### config.mk
export PLATFORM = sky130hd
export DESIGN_NAME = riscv_run_ctrl
export DESIGN_NICKNAME = d
export VERILOG_FILES = /design/src/rtl/riscv_run_pkg.sv /design/src/rtl/riscv_cycle_counter.sv /design/src/rtl/riscv_run_ctrl.sv
export SDC_FILE = /design/constraint.sdc
export NUM_CORES = 1
export LEC_CHECK = 0
export BUFFER_PORTS_ARGS = -buffer_cell sky130_fd_sc_hd__buf_4
export CAP_MARGIN = 20
export CORE_MARGIN = 2
export CORE_UTILIZATION = 30
export DETAILED_ROUTE_END_ITERATION = 16
export MAX_ROUTING_LAYER = met4
export PLACE_DENSITY = 0.53
export SLEW_MARGIN = 40
export SYNTH_ARGS = -nofsm -noshare
export SYNTH_HDL_FRONTEND = slang
export SYNTH_SLANG_ARGS = --single-unit
### constraint.sdc
create_clock -name clk -period 9.7 [get_ports clk]
set_input_delay 0.97 -clock clk [delete_from_list [all_inputs] [get_ports clk]]
set_output_delay 0.97 -clock clk [all_outputs]
set_load 0.02 [all_outputs]
### src/rtl/riscv_run_pkg.sv
// riscv_run_pkg: shared state encoding for the run/reset sequencer
package riscv_run_pkg;
  typedef enum logic [1:0] {IDLE, RST, RUN, DONE} run_state_t;
endpackage

### src/rtl/riscv_cycle_counter.sv
// riscv_cycle_counter: clearable up-counter with terminal compare against a supplied last value
module riscv_cycle_counter #(
  parameter int CNT_W = 16
) (
  input  logic             clk,
  input  logic             rst,
  input  logic             clr,
  input  logic             en,
  input  logic [CNT_W-1:0] last,
  output logic [CNT_W-1:0] cnt,
  output logic             term
);
  assign term = cnt == last;
  // clear wins over count so a phase boundary always restarts from zero
  always_ff @(posedge clk)
    if (rst || clr) cnt <= '0;
    else if (en) cnt <= cnt + 1'b1;
endmodule

### src/rtl/riscv_run_ctrl.sv
// riscv_run_ctrl: sequences NUM_RUNS core runs, each a reset hold followed by a bounded enable window
module riscv_run_ctrl import riscv_run_pkg::*; #(
  parameter int CNT_W      = 16,
  parameter int RST_CYCLES = 1,
  parameter int NUM_RUNS   = 2,
  parameter int IDX_W      = $clog2(NUM_RUNS) + 1
) (
  input  logic             clk,
  input  logic             reset,
  input  logic             start,
  input  logic [CNT_W-1:0] run_len,
  input  logic             halt_req,
  output logic             core_reset,
  output logic             core_en,
  output logic             busy,
  output logic             done,
  output logic             halted_early,
  output logic [IDX_W-1:0] run_idx,
  output logic [CNT_W-1:0] cycle_cnt
);
  run_state_t state;
  logic [CNT_W-1:0] len, last, cnt;
  logic term, go, hold_end, run_end, last_run;
  assign go       = (state == IDLE || state == DONE) && start;
  assign last     = state == RUN ? len - 1'b1 : CNT_W'(RST_CYCLES - 1);
  assign hold_end = state == RST && term;
  assign run_end  = state == RUN && (term || halt_req);
  assign last_run = run_idx == IDX_W'(NUM_RUNS - 1);
  riscv_cycle_counter #(.CNT_W(CNT_W)) u_cnt (
    .clk  (clk),
    .rst  (reset),
    .clr  (go || hold_end || run_end),
    .en   (state == RST || state == RUN),
    .last (last),
    .cnt  (cnt),
    .term (term)
  );
  // session FSM; every output is a register updated alongside the state
  always_ff @(posedge clk)
    if (reset) begin
      state        <= IDLE;
      len          <= '0;
      core_reset   <= 1'b1;
      core_en      <= 1'b0;
      busy         <= 1'b0;
      done         <= 1'b0;
      halted_early <= 1'b0;
      run_idx      <= '0;
      cycle_cnt    <= '0;
    end else if (go) begin
      state        <= RST;
      len          <= run_len;
      core_reset   <= 1'b1;
      core_en      <= 1'b0;
      busy         <= 1'b1;
      done         <= 1'b0;
      halted_early <= 1'b0;
      run_idx      <= '0;
      cycle_cnt    <= '0;
    end else if (hold_end && len != '0) begin
      state      <= RUN;
      core_reset <= 1'b0;
      core_en    <= 1'b1;
    end else if (hold_end || run_end) begin
      core_reset <= 1'b1;
      core_en    <= 1'b0;
      if (run_end) halted_early <= halted_early | (halt_req & ~term);
      if (last_run) begin
        state <= DONE;
        busy  <= 1'b0;
        done  <= 1'b1;
        if (run_end) cycle_cnt <= cycle_cnt + 1'b1;
      end else begin
        state     <= RST;
        run_idx   <= run_idx + 1'b1;
        cycle_cnt <= '0;
      end
    end else if (state == RUN) cycle_cnt <= cycle_cnt + 1'b1;
endmodule
# Word level (Yosys, flattened, before mapping)
# Cells that the tools add are included.
word_totals:
  ff_bits: 57
  in_bits: 20
  output_inout_bits: 23
  word_cells: 68
classes:
  add_sub_neg: 4
  eq_ne: 7
  n_mux: 17
  n_bitwise: 5
  n_reduce_logical: 24
op_table:
  columns: ["op", "count"]
  rows:
  - ["$mux W16", 5]
  - ["$add A16 B1 Y16 const B", 2]
  - ["$eq A16 B16 Y1", 1]
  - ["$reduce_bool A16 Y1", 1]
  - ["$sub A16 B1 Y16 const B", 1]
  - ["$reduce_and A3 Y1", 5]
  - ["$mux W1", 9]
  - ["$reduce_bool A2 Y1", 4]
  - ["$logic_or A1 B1 Y1", 7]
  - ["$mux W2", 3]
  - ["$eq A2 B1 Y1 const B", 2]
  - ["$eq A2 B2 Y1 const B", 2]
  - ["$logic_and A1 B1 Y1", 4]
  - ["$ne A3 B3 Y1 const B", 1]
  - ["$not A1 Y1", 3]
  - ["$reduce_bool A3 Y1", 1]
  - ["$add A2 B1 Y2 const B", 1]
  - ["$logic_not A2 Y1", 1]
  - ["$ne A2 B2 Y1 const B", 1]
  - ["$reduce_or A2 Y1", 1]
  - ["$and A1 B1 Y1", 1]
  - ["$or A1 B1 Y1", 1]

# Depth between registers and ports, before layout
# Gate-level depths: netlist of run 1.
depth:
  depth_word: 9
  mapped_depth: 14
  ltp_nobuf: 11

# By module
# A second synthesis of run 1 with hierarchy kept.
hier_totals:
  cells_unflattened: 362
  hier_area_um2: 3079.2
by_module_without_submodules:
  columns: ["mod", "n_inst", "cells_each", "area_per_inst_um2", "seq_area_each_um2"]
  rows:
  - ["riscv_run_ctrl", 1, 258, 2173.3, 820.8]
  - ["riscv_cycle_counter", 1, 104, 905.9, 320.3]

# Least setup slack after synthesis of run 1
# OpenSTA, ideal clock, no wires.
synth_timing:
  kind: "register to register"
  start: "register len[0]"
  end: "register cycle_cnt[0]"
  setup_time_ns: 0.115
  arrival_ns: 3.562
  required_ns: 9.585
  path_slack_ns: 6.024
  stages_incl_launch_ff: 15
  n_path_buf: 3
  period_less_slack_ns: 3.676
  path_cell_list: "dfxtp_1 clkbuf_1 inv_1 ha_1 or3b_2 or4_1 xor2_1 o221ai_1 a2111o_1 or4_1 buf_2 o21ai_2 buf_6 xor2_1 nor2_2"
synth_via:
  elab_chain_len: 8
  word_cells_on_any_way: 14
  cone_classes: "add/sub: 1; eq/ne: 2; mux: 2; bitwise: 1; reduce/logical: 8"
synth_rtl:
  columns: ["item", "line", "rtl"]
  rows:
  - ["start: declaration", "riscv_run_ctrl.sv:22", "logic [CNT_W-1:0] len, last, cnt;"]
  - ["start signal: assignment", "riscv_run_ctrl.sv:52", "len <= run_len;"]
  - ["$sub A16 B1 Y16", "riscv_run_ctrl.sv:25", "assign last = state == RUN ? len - 1'b1 : CNT_W'(RST_CYCLES - 1);"]
  - ["$mux W16", "riscv_run_ctrl.sv:25", null]
  - ["$eq A16 B16 Y1", "riscv_cycle_counter.sv:13", "assign term = cnt == last;"]
  - ["$logic_or A1 B1 Y1", "riscv_run_ctrl.sv:27", "assign run_end = state == RUN && (term || halt_req);"]
  - ["$logic_and A1 B1 Y1", "riscv_run_ctrl.sv:27", null]
  - ["$logic_or A1 B1 Y1", "riscv_run_ctrl.sv:64", "end else if (hold_end || run_end) begin"]
  - ["$ne A3 B3 Y1 (no source line) / $reduce_bool A2 Y1 (equally long branches)", null, null]
  - ["$reduce_and A3 Y1 (no source line)", null, null]
  - ["end signal: assignment", "riscv_run_ctrl.sv:72", "if (run_end) cycle_cnt <= cycle_cnt + 1'b1;"]
  - ["end signal: assignment", "riscv_run_ctrl.sv:78", "end else if (state == RUN) cycle_cnt <= cycle_cnt + 1'b1;"]
  - ["end: declaration", "riscv_run_ctrl.sv:19", "output logic [CNT_W-1:0] cycle_cnt"]
# Parallel ways exist; a longest one is shown, timed or not.
# A chain may end at the register's enable or synchronous reset.

# Worst setup path in the final report of run 1
layout_timing:
  start: "register len[0]"
  end: "register cycle_cnt[3]"
# Same word-level chain as after synthesis.

==> results of run 1 <==
worst max-delay path: stages, from the launching register on:
cell,delay (ns)
dfxtp_1,0.39
inv_1,0.09
ha_1,0.23
or3b_2,0.51
or4_1,0.43
xor2_1,0.23
o221ai_1,0.18
a2111o_1,0.47
or4_1,0.70
o21ai_2,0.33
o31ai_4,0.21
buf_6,0.22
a21oi_1,0.11
logic make-up after synthesis:
group,Yosys count,synth area share (%)
AO/OA/AOI/OAI,92,19.4
multiplexers,3,0.924
AND/OR/NAND/NOR,175,29.0
adder cells (fa/ha/maj),6,2.31
buffers and inverters,38,5.50
flip-flops,57,35.1
XOR/XNOR,29,7.81
layer usage:
layer | vias to the layer above | GRT usage (%) | wire length, microns
met1 | 1390 | 18.4 | 3720
met2 | 40 | 21.2 | 3380
met3 | 7 | 3.56 | 276
met4 | 0 | 4.58 | 97
met5 | - | - | 0
li1 | 1499 | - | -
layout by cell type, fill, tap and decap left out, types with 5 or more instances in the layout:
cell	netlist	routed
or3_1	11	11
dfxtp_1	57	57
or4_1	13	13
o21ai_0	7	7
a21oi_1	30	30
xor2_1	14	14
clkbuf_8	0	10
nand3_1	18	18
nand2_1	51	51
nor2_1	30	30
buf_4	0	43
xnor2_1	15	15
inv_1	16	16
nand2b_1	7	7
o21ai_1	8	8
nand4_1	7	7
a21oi_2	8	8
and3_1	5	5
ha_1	6	6
nor4_1	9	9
o31ai_1	8	8
area by class of cell:
class,count,area [sq um],area share [%]
Inverter,16,60.1,1.58
Timing Repair Buffer,44,334,8.77
Multi-Input combinational cell,305,1940,50.9
Tap cell,140,175,4.60
Sequential cell,57,1140,30.0
Clock inverter,4,20.0,0.526
Clock buffer,11,141,3.71
sequential cells by signal, summed over array words and instances (netlist names):
name,cells
halted_early,1
busy,1
u_cnt.cnt,16
len,16
cycle_cnt,16
done,1
run_idx,2
core_reset,1
state,2
core_en,1
power by group through the flow:
stage | sequential (uW) | clock, uW | combinational (uW)
after floorplan | 290 | 0 | 289
after global placement | 295 | 0 | 343
after detailed placement | 295 | 0 | 356
after CTS | 290 | 196 | 358
after global routing | 295 | 207 | 398
final | 290 | 188 | 353
worst paths after layout:
kind                            startpoint      endpoint  cells past startpoint
worst max-delay path                len[0]  cycle_cnt[3]                     12
worst min-delay path               core_en       core_en                      2
worst max register to register      len[0]  cycle_cnt[3]                     12
worst min register to register     core_en       core_en                      2
metrics by stage:
stage               worst slack [ns]  utilization, %
global placement                5.47            33.9
floorplan                       6.02               -
global route                    5.27            35.6
finish                          5.54            35.6
detailed placement              5.58            34.1
CTS                             5.56            35.6
==> flow_metrics.env, run 1 <==
export IMPL_post_cts_buffers=0
export IMPL_period_minus_slack_ns=4.16
export IMPL_relSlewSlack_pct=56.9
export IMPL_sequentialPowerShare_pct=34.9
export IMPL_die_x_microns=108
export IMPL_crit_type="flip-flop to flip-flop"
export IMPL_power_frac_clock_pct=22.6
export IMPL_fin_nets=459
export IMPL_core_area_sq_mm=0.0107
export IMPL_skew_ns=0.00835
export IMPL_grt_pass1_wl_microns=12800
export IMPL_final_cells=577
export IMPL_synth_cell_types=57
export IMPL_r2r_slack_ns=5.54
export IMPL_cts_max_level=3
export IMPL_synthTopCellsByArea="dfxtp_1 35%, nand2_1 5.9%, a21oi_1 4.6%"
export IMPL_grt_max_degree=21
export IMPL_status="finished, final reports clean"
export IMPL_final_hold_viol_count=0
export IMPL_dpl_cell_area_sq_mm=0.00365
export IMPL_syn2layout_area_growth_pct=17.2
export IMPL_clk_latency_ns=0.33
export IMPL_synth_edf_count=0
export IMPL_ant_nets=0
export IMPL_clock_sinks=57
export IMPL_hold_class="flip-flop to flip-flop"
export IMPL_setup_viol=0
export IMPL_n_fill_cell=1177
export IMPL_synth_area_per_cell_sq_um=8.13
export IMPL_port_buffers=42
export IMPL_fin_crit_sh_pct=42.8
export IMPL_cts_hold_buf=0
export IMPL_holdWs_ns=0.471
export IMPL_rows=38
export IMPL_postCtsResizedCells=0
export IMPL_end_kind="flip-flop"
export IMPL_cts_buffers=9
export IMPL_worstPathArrival_ns=4.41
export IMPL_synthCells=400
export IMPL_synthesis_nets=426
export IMPL_synth_area_sq_mm=0.00325
export IMPL_yosys_area_top_type_share_pct=35.1
export IMPL_worstMarginPinSlew_ns=0.646
export IMPL_crit_fanout=16
export IMPL_drtPass1Iterations=4
export IMPL_path_clk_slew_ns=0.07
export IMPL_tns_ns=0
export IMPL_share_comb_of_total_power_pct=42.5
export IMPL_drcViolationCount=0
export IMPL_cts_root_buffer="clkbuf_8"
export IMPL_via_per_inst=5.09
export IMPL_synth_seq_area_share_pct=35.1
export IMPL_wire_per_inst_microns=13.0
export IMPL_clockBufferDepth=2
export IMPL_cellLeakagePower_uw=0.00136
export IMPL_netSwitchingPower_uw=349
export IMPL_yosysMostFrequentCell="dfxtp_1"
export IMPL_die_area_sq_mm=0.0117
export IMPL_synthTopCellsByCount="57 x dfxtp_1, 51 x nand2_1, 30 x a21oi_1, 30 x nor2_1, 18 x nand3_1"
export IMPL_place_hpwl_microns=5550
export IMPL_start_util_pct=30.4
export IMPL_cp_start_kind="flip-flop"
export IMPL_post_synth_top_area_cell="dfxtp_1"
export IMPL_gp_congestion=0.807
export IMPL_fp_dieH_microns=108
export IMPL_p_sw_share_pct=42.0
export IMPL_rsz0062_at_grt="no"
export IMPL_ys_warn_count=0
export IMPL_num_antenna_cells=0
export IMPL_antenna_found_initial=0
export IMPL_wirelength_microns=7480
export IMPL_powerDensity_mw_per_mm2=218
export IMPL_p_total_uw=832
export IMPL_drtIter0Drc=142
export IMPL_gr_total_overflow=0
export IMPL_synth_top_flop_cell="dfxtp_1"
export IMPL_track_usage_pct=14.1
export IMPL_ir_worst_vdd_uv=141
export IMPL_synth_seq_cells=57
export IMPL_dp_cells=562
export IMPL_via_count=2936
export IMPL_intPower_uw=483
export IMPL_drv_slew=0
export IMPL_cts_tree="done"
export IMPL_drive_above_1_share_pct=19.2
export IMPL_drv_cap=0
export IMPL_synthArstFlopShare_pct=0
export IMPL_cp_required_ns=9.96
export IMPL_grt_pass1_vias=2675
export IMPL_fmax_mhz=241
export IMPL_num_io_pins=43
export IMPL_fin_area_sq_mm=0.00381
Note: power is estimated with default switching activity, not from simulation.
==> run 2, diff against run 1 <==
--- a/config.mk
+++ b/config.mk
@@ -5,6 +5,7 @@
 export SDC_FILE = /design/constraint.sdc
 export NUM_CORES = 1
 export LEC_CHECK = 0
+export ABC_AREA = 1
 export BUFFER_PORTS_ARGS = -buffer_cell sky130_fd_sc_hd__buf_4
 export CAP_MARGIN = 20
 export CORE_MARGIN = 2
==> constraint.sdc (replaced) <==
create_clock -name clk -period 4.3 [get_ports clk]
set_input_delay 0.43 -clock clk [delete_from_list [all_inputs] [get_ports clk]]
set_output_delay 0.43 -clock clk [all_outputs]
set_load 0.02 [all_outputs]
==> flow_metrics.env, run 2 <==
export IMPL_cts_max_level=3
export IMPL_cp_required_ns=4.52
export IMPL_ff2ff_path_depth=14
export IMPL_status="finished, final reports clean"
export IMPL_cts_tree="done"
export IMPL_wire_per_inst_microns=13.0
export IMPL_rsz0062_at_grt="no"
export IMPL_drv_cap=0
export IMPL_p_total_uw=2880
export IMPL_antenna_found_initial=0
export IMPL_hp_start="run_len[14]"
export IMPL_postCtsResizedCells=0
export IMPL_period_minus_slack_ns=2.97
export IMPL_ys_warn_count=0
export IMPL_fin_nets=597
export IMPL_place_hpwl_microns=6990
export IMPL_drv_slew=0
export IMPL_cellLeakagePower_uw=0.00178
export IMPL_die_x_microns=113
export IMPL_via_per_inst=4.80
export IMPL_via_count=3443
export IMPL_yosysMostFrequentCell="nand2_1"
export IMPL_skew_ns=0.00978
export IMPL_r2r_end="cycle_cnt[6]"
export IMPL_drtIter0Drc=185
export IMPL_clockBufferDepth=2
export IMPL_cts_hold_buf=0
export IMPL_synthArstFlopShare_pct=0
export IMPL_crit_fanout=29
export IMPL_place_ws_ns=1.32
export IMPL_worstMarginPinSlew_ns=0.557
export IMPL_synth_top_flop_cell="dfxtp_1"
export IMPL_tns_ns=0
export IMPL_relSlewSlack_pct=62.8
export IMPL_synthTopCellsByArea="dfxtp_1 32%, nand2_1 13%, nor2_1 8.3%"
export IMPL_post_cts_buffers=0
export IMPL_fmax_mhz=337
export IMPL_fp_dieH_microns=113
export IMPL_final_cell_mix="127 x nand2_1, 78 x nor2_1, 58 x inv_1, 57 x dfxtp_1, 48 x nand3_1"
export IMPL_synth_area_sq_mm=0.00354
export IMPL_synth_seq_cells=57
export IMPL_num_io_pins=43
export IMPL_post_route_util_pct=37.4
export IMPL_synth_area_per_cell_sq_um=6.68
export IMPL_ant_nets=0
export IMPL_num_antenna_cells=0
export IMPL_synthTopCellsByCount="127 x nand2_1, 78 x nor2_1, 58 x inv_1"
export IMPL_worstPathArrival_ns=3.19
export IMPL_r2r_slack_ns=1.33
export IMPL_grt_pass1_vias=3336
export IMPL_gr_total_overflow=0
export IMPL_final_hold_viol_count=0
export IMPL_track_usage_pct=16.1
export IMPL_start_util_pct=30.8
export IMPL_holdPathEnd="len[14]"
export IMPL_powerDensity_mw_per_mm2=671
export IMPL_holdPathStages=3
export IMPL_final_common_cell="nand2_1"
export IMPL_post_synth_top_area_cell="dfxtp_1"
export IMPL_n_fill_cell=1217
export IMPL_synth_cell_types=35
export IMPL_grt_pass1_wl_microns=16100
export IMPL_synth_seq_area_share_pct=32.3
export IMPL_die_area_sq_mm=0.0127
export IMPL_clk_latency_ns=0.33
export IMPL_synth_edf_count=0
export IMPL_fin_crit_sh_pct=69.1
export IMPL_drtPass1Iterations=4
export IMPL_yosys_area_top_type_share_pct=32.3
export IMPL_cts_root_buffer="clkbuf_16"
export IMPL_port_buffers=42
export IMPL_biggestRegsByFlops="cycle_cnt: 16 flops, len: 16 flops, u_cnt.cnt: 16 flops"
export IMPL_synthCells=529
export IMPL_cp_start_kind="flip-flop"
export IMPL_core_area_sq_mm=0.0115
export IMPL_crit_type="flip-flop to flip-flop"
export IMPL_gp_congestion=0.850
export IMPL_drcViolationCount=0
export IMPL_syn2layout_area_growth_pct=21.2
export IMPL_end_kind="flip-flop"
export IMPL_setup_viol=0
export IMPL_fin_ws_ns=1.33
export IMPL_rows=39
export IMPL_r2r_start="state[0]"
export IMPL_clock_sinks=57
export IMPL_ir_worst_vdd_uv=295
export IMPL_hold_class="input port to flip-flop"
export IMPL_wirelength_microns=9310
export IMPL_cts_buffers=9
export IMPL_grt_max_degree=35
export IMPL_drive_above_1_share_pct=17.0
export IMPL_path_clk_slew_ns=0.05
export IMPL_synthesis_nets=555
-- run 2: cell count changes in the layout (fill, tap and decap cells not counted), sizes merged, moves of 11 or more --
| cell | delta |
|---|---|
| nand4 | +13 |
| nand3 | +33 |
| nor2 | +56 |
| or4 | -13 |
| inv | +49 |
| xnor2 | -13 |
| nand2 | +89 |
| a21oi | -16 |
| or3 | -11 |
| a211oi | +16 |
-- run 2: worst max-delay path: stages (launching register included) --
cell and delay [ns]:
dfxtp_1 0.32, inv_1 0.06, ha_2 0.53, inv_1 0.24, a21oi_1 0.17, o21ai_0 0.11, xnor2_1 0.14, inv_1 0.05
nand4_1 0.11, nor2_4 0.27, nand4_4 0.15, nand2_2 0.22, nand2_1 0.27, nor2_1 0.16, nor2_1 0.06
-- run 2: metrics by stage --
stage	hold WS [ns]	cell area (sq um)	std cells
finish	0.392	4280	718
global route	0.396	4280	718
CTS	0.379	4280	718
detailed placement	0.450	3970	703
global placement	0.446	3970	703
floorplan	0.452	3540	529
-- run 2: layout make-up --
cell class / count / area [sq um] / area share, %
Timing Repair Buffer: 43 / 323 / 7.54
Clock inverter: 2 / 35.0 / 0.818
Tap cell: 143 / 179 / 4.18
Multi-Input combinational cell: 393 / 2070 / 48.4
Inverter: 67 / 251 / 5.87
Sequential cell: 57 / 1140 / 26.6
Clock buffer: 13 / 280 / 6.54
-- run 2: cell families after synthesis --
kind of cell | after synthesis | share of synthesized area, %
and+or+nand+nor | 325 | 44.5
AOI/OAI and AO/OA | 46 | 8.03
buffers and inverters | 79 | 9.13
xor gates and xnor gates | 16 | 3.96
adders and majority gates | 6 | 2.12
DFF | 57 | 32.3
-- run 2: worst max path at each step --
stage	slack, ns	endpoint	startpoint	depth (start not counted)
floorplan	2.07	u_cnt.cnt[15]	len[0]	18
global placement	1.02	cycle_cnt[6]	state[0]	16
detailed placement	1.32	cycle_cnt[2]	state[0]	14
CTS	1.30	cycle_cnt[3]	state[0]	15
global route	1.0	cycle_cnt[4]	state[0]	13
finish	1.33	cycle_cnt[6]	state[0]	14
-- run 2: metal layers --
metal / vias up / wire length, microns / track usage, %
met4: 0 / 46 / 5.12
met3: 4 / 380 / 3.89
met2: 64 / 4270 / 25.0
met5: - / 0 / -
li1: 1791 / - / -
met1: 1584 / 4610 / 20.7
-- run 2: power by group --
group          total (uW)  switching (uW)  internal [uW]  leakage (uW)
Combinational        1430            1000            426       0.00116
Sequential            700            82.5            617      0.000464
Clock                 750             243            507      0.000158
==> run 3, diff against run 2 <==
--- a/config.mk
+++ b/config.mk
@@ -12,7 +12,7 @@
 export CORE_UTILIZATION = 30
 export DETAILED_ROUTE_END_ITERATION = 16
 export MAX_ROUTING_LAYER = met4
-export PLACE_DENSITY = 0.53
+export PLACE_DENSITY = 0.54
 export SLEW_MARGIN = 40
 export SYNTH_ARGS = -nofsm -noshare
 export SYNTH_HDL_FRONTEND = slang
==> constraint.sdc (replaced) <==
create_clock -name clk -period 2.7 [get_ports clk]
set_input_delay 0.27 -clock clk [delete_from_list [all_inputs] [get_ports clk]]
set_output_delay 0.27 -clock clk [all_outputs]
set_load 0.02 [all_outputs]
==> flow_metrics.env, run 3 (synthesis gave the netlist of run 2 again) <==
export IMPL_fin_area_sq_mm=0.00437
export IMPL_grt_pass1_wl_microns=15600
export IMPL_setup_viol=0
export IMPL_hold_class="input port to flip-flop"
export IMPL_status="finished, final reports clean"
export IMPL_place_hpwl_microns=6740
export IMPL_die_x_microns=113
export IMPL_num_antenna_cells=0
export IMPL_drtPass1Iterations=6
export IMPL_tns_ns=0
export IMPL_worstPathArrival_ns=2.70
export IMPL_cellLeakagePower_uw=0.00182
export IMPL_relSlewSlack_pct=53.8
export IMPL_start_util_pct=30.8
export IMPL_fin_ws_ns=0.251
export IMPL_crit_fanout=5
export IMPL_ir_worst_vdd_uv=444
export IMPL_syn2layout_area_growth_pct=23.5
export IMPL_dp_cells=707
export IMPL_port_buffers=42
export IMPL_wirelength_microns=9080
export IMPL_biggestRegsByFlops="cycle_cnt: 16 flops, len: 16 flops, u_cnt.cnt: 16 flops"
export IMPL_path_buf_inv=3
export IMPL_drv_cap=0
export IMPL_cts_root_buffer="clkbuf_16"
export IMPL_fp_dieH_microns=113
export IMPL_cts_buffers=9
export IMPL_num_io_pins=43
export IMPL_dpl_cell_area_sq_mm=0.00401
export IMPL_place_ws_ns=0.0892
export IMPL_clock_sinks=57
export IMPL_final_common_cell="nand2_1"
export IMPL_p_total_uw=4740
export IMPL_cp_cell_sequence="inv_2, ha_4, nand3_4, inv_2, nand2_1, nand2_1, nand3_1, nand2_1, nand2_1, nor2_1, nand2_2, nor2_8, nand3_4, nand2_8, buf_4, nand2_2, nand2_1, nand2_1, a21oi_1"
export IMPL_path_clk_slew_ns=0.05
export IMPL_via_per_inst=4.84
export IMPL_ant_nets=0
export IMPL_slowest_delay_ns=0.30
export IMPL_skew_ns=0.00559
export IMPL_drv_slew=0
export IMPL_final_cells=729
export IMPL_antenna_found_initial=0
export IMPL_period_minus_slack_ns=2.45
export IMPL_track_usage_pct=15.6
export IMPL_cts_max_level=3
export IMPL_crit_type="flip-flop to flip-flop"
export IMPL_critical_path_slowest_cell="dfxtp_1"
export IMPL_drtIter0Drc=181
export IMPL_rows=39
export IMPL_cp_start_kind="flip-flop"
export IMPL_gp_congestion=0.860
export IMPL_wire_per_inst_microns=12.5
export IMPL_end_kind="flip-flop"
export IMPL_powerDensity_mw_per_mm2=1090
export IMPL_die_area_sq_mm=0.0127
export IMPL_grt_max_degree=35
export IMPL_clk_latency_ns=0.33
export IMPL_final_cell_mix="126 x nand2_1, 77 x nor2_1, 57 x inv_1, 57 x dfxtp_1, 51 x buf_4"
export IMPL_cp_common_cell="nand2_1"
export IMPL_grt_pass1_vias=3311
export IMPL_cts_hold_buf=0
export IMPL_via_count=3526
export IMPL_clockBufferDepth=2
export IMPL_final_hold_viol_count=0
export IMPL_gr_total_overflow=0
export IMPL_core_area_sq_mm=0.0115
export IMPL_fmax_mhz=408
export IMPL_cpLargestDelayFamily="simple AND/OR/NAND/NOR gates"
export IMPL_drive_above_1_share_pct=18.9
export IMPL_cts_tree="done"
export IMPL_fin_crit_sh_pct=90.7
export IMPL_n_fill_cell=1222
export IMPL_drcViolationCount=0
export IMPL_fin_nets=607
export IMPL_worstMarginPinSlew_ns=0.690
export IMPL_cp_required_ns=2.95
run 3: cell types whose count changed in the layout (fill, tap and decap cells not counted), sizes merged:
cell / delta
clkbuf: -1
buf: +10
bufinv: -1
clkinv: +3
run 3: area by class of cell:
class | count | area (sq um) | area share [%]
Tap cell | 143 | 179 | 4.10
Multi-Input combinational cell | 393 | 2130 | 48.7
Clock buffer | 12 | 236 | 5.41
Timing Repair Buffer | 53 | 414 | 9.48
Sequential cell | 57 | 1140 | 26.1
Inverter | 67 | 251 | 5.76
Clock inverter | 4 | 20.0 | 0.458
run 3: repair_timing:
action,4_1_cts,5_1_grt
endpoints found under the setup margin,0,34
resized for setup,0,12
buffers inserted,0,6
run 3: power breakdown:
| group | internal, uW | total [uW] | leakage (uW) | switching (uW) |
|---|---|---|---|---|
| Clock | 614 | 1010 | 0.000130 | 400 |
| Combinational | 913 | 2610 | 0.00122 | 1700 |
| Sequential | 982 | 1120 | 0.000464 | 133 |
| Total | 2510 | 4740 | 0.00182 | 2230 |
run 3: stage by stage:
step                      hold slack [ns]  util (%)
after CTS                           0.218      37.2
after floorplan                     0.446         -
after global placement              0.449      35.0
final                               0.228      38.1
after detailed placement            0.451      35.0
after global routing                0.235      38.1
run 3: path summary, 6_finish.rpt:
| path | start | end | slack (ns) | cells after the start |
|---|---|---|---|---|
| setup reg to reg | len[0] | cycle_cnt[12] | 0.25 | 19 |
| setup / recovery | len[0] | cycle_cnt[12] | 0.25 | 19 |
| hold reg to reg | done | done | 0.45 | 2 |
| hold / removal | run_len[9] | len[9] | 0.23 | 3 |
run 3: metal layers:
metal	track usage [%]	up-vias	part of all wire, %
li1	-	1826	-
met1	19.8	1605	48
met2	23.9	78	44
met3	3.78	17	5.0
met4	6.42	0	2.1
met5	-	-	0
run 3: worst register-to-register path: stages, from the launching register on:
cell and delay, ns:
dfxtp_1 0.30, inv_2 0.12, ha_4 0.17, nand3_4 0.12, inv_2 0.09, nand2_1 0.06
nand2_1 0.08, nand3_1 0.07, nand2_1 0.06, nand2_1 0.05, nor2_1 0.21, nand2_2 0.13
nor2_8 0.19, nand3_4 0.15, nand2_8 0.12, buf_4 0.16, nand2_2 0.05, nand2_1 0.05
nand2_1 0.06, a21oi_1 0.14
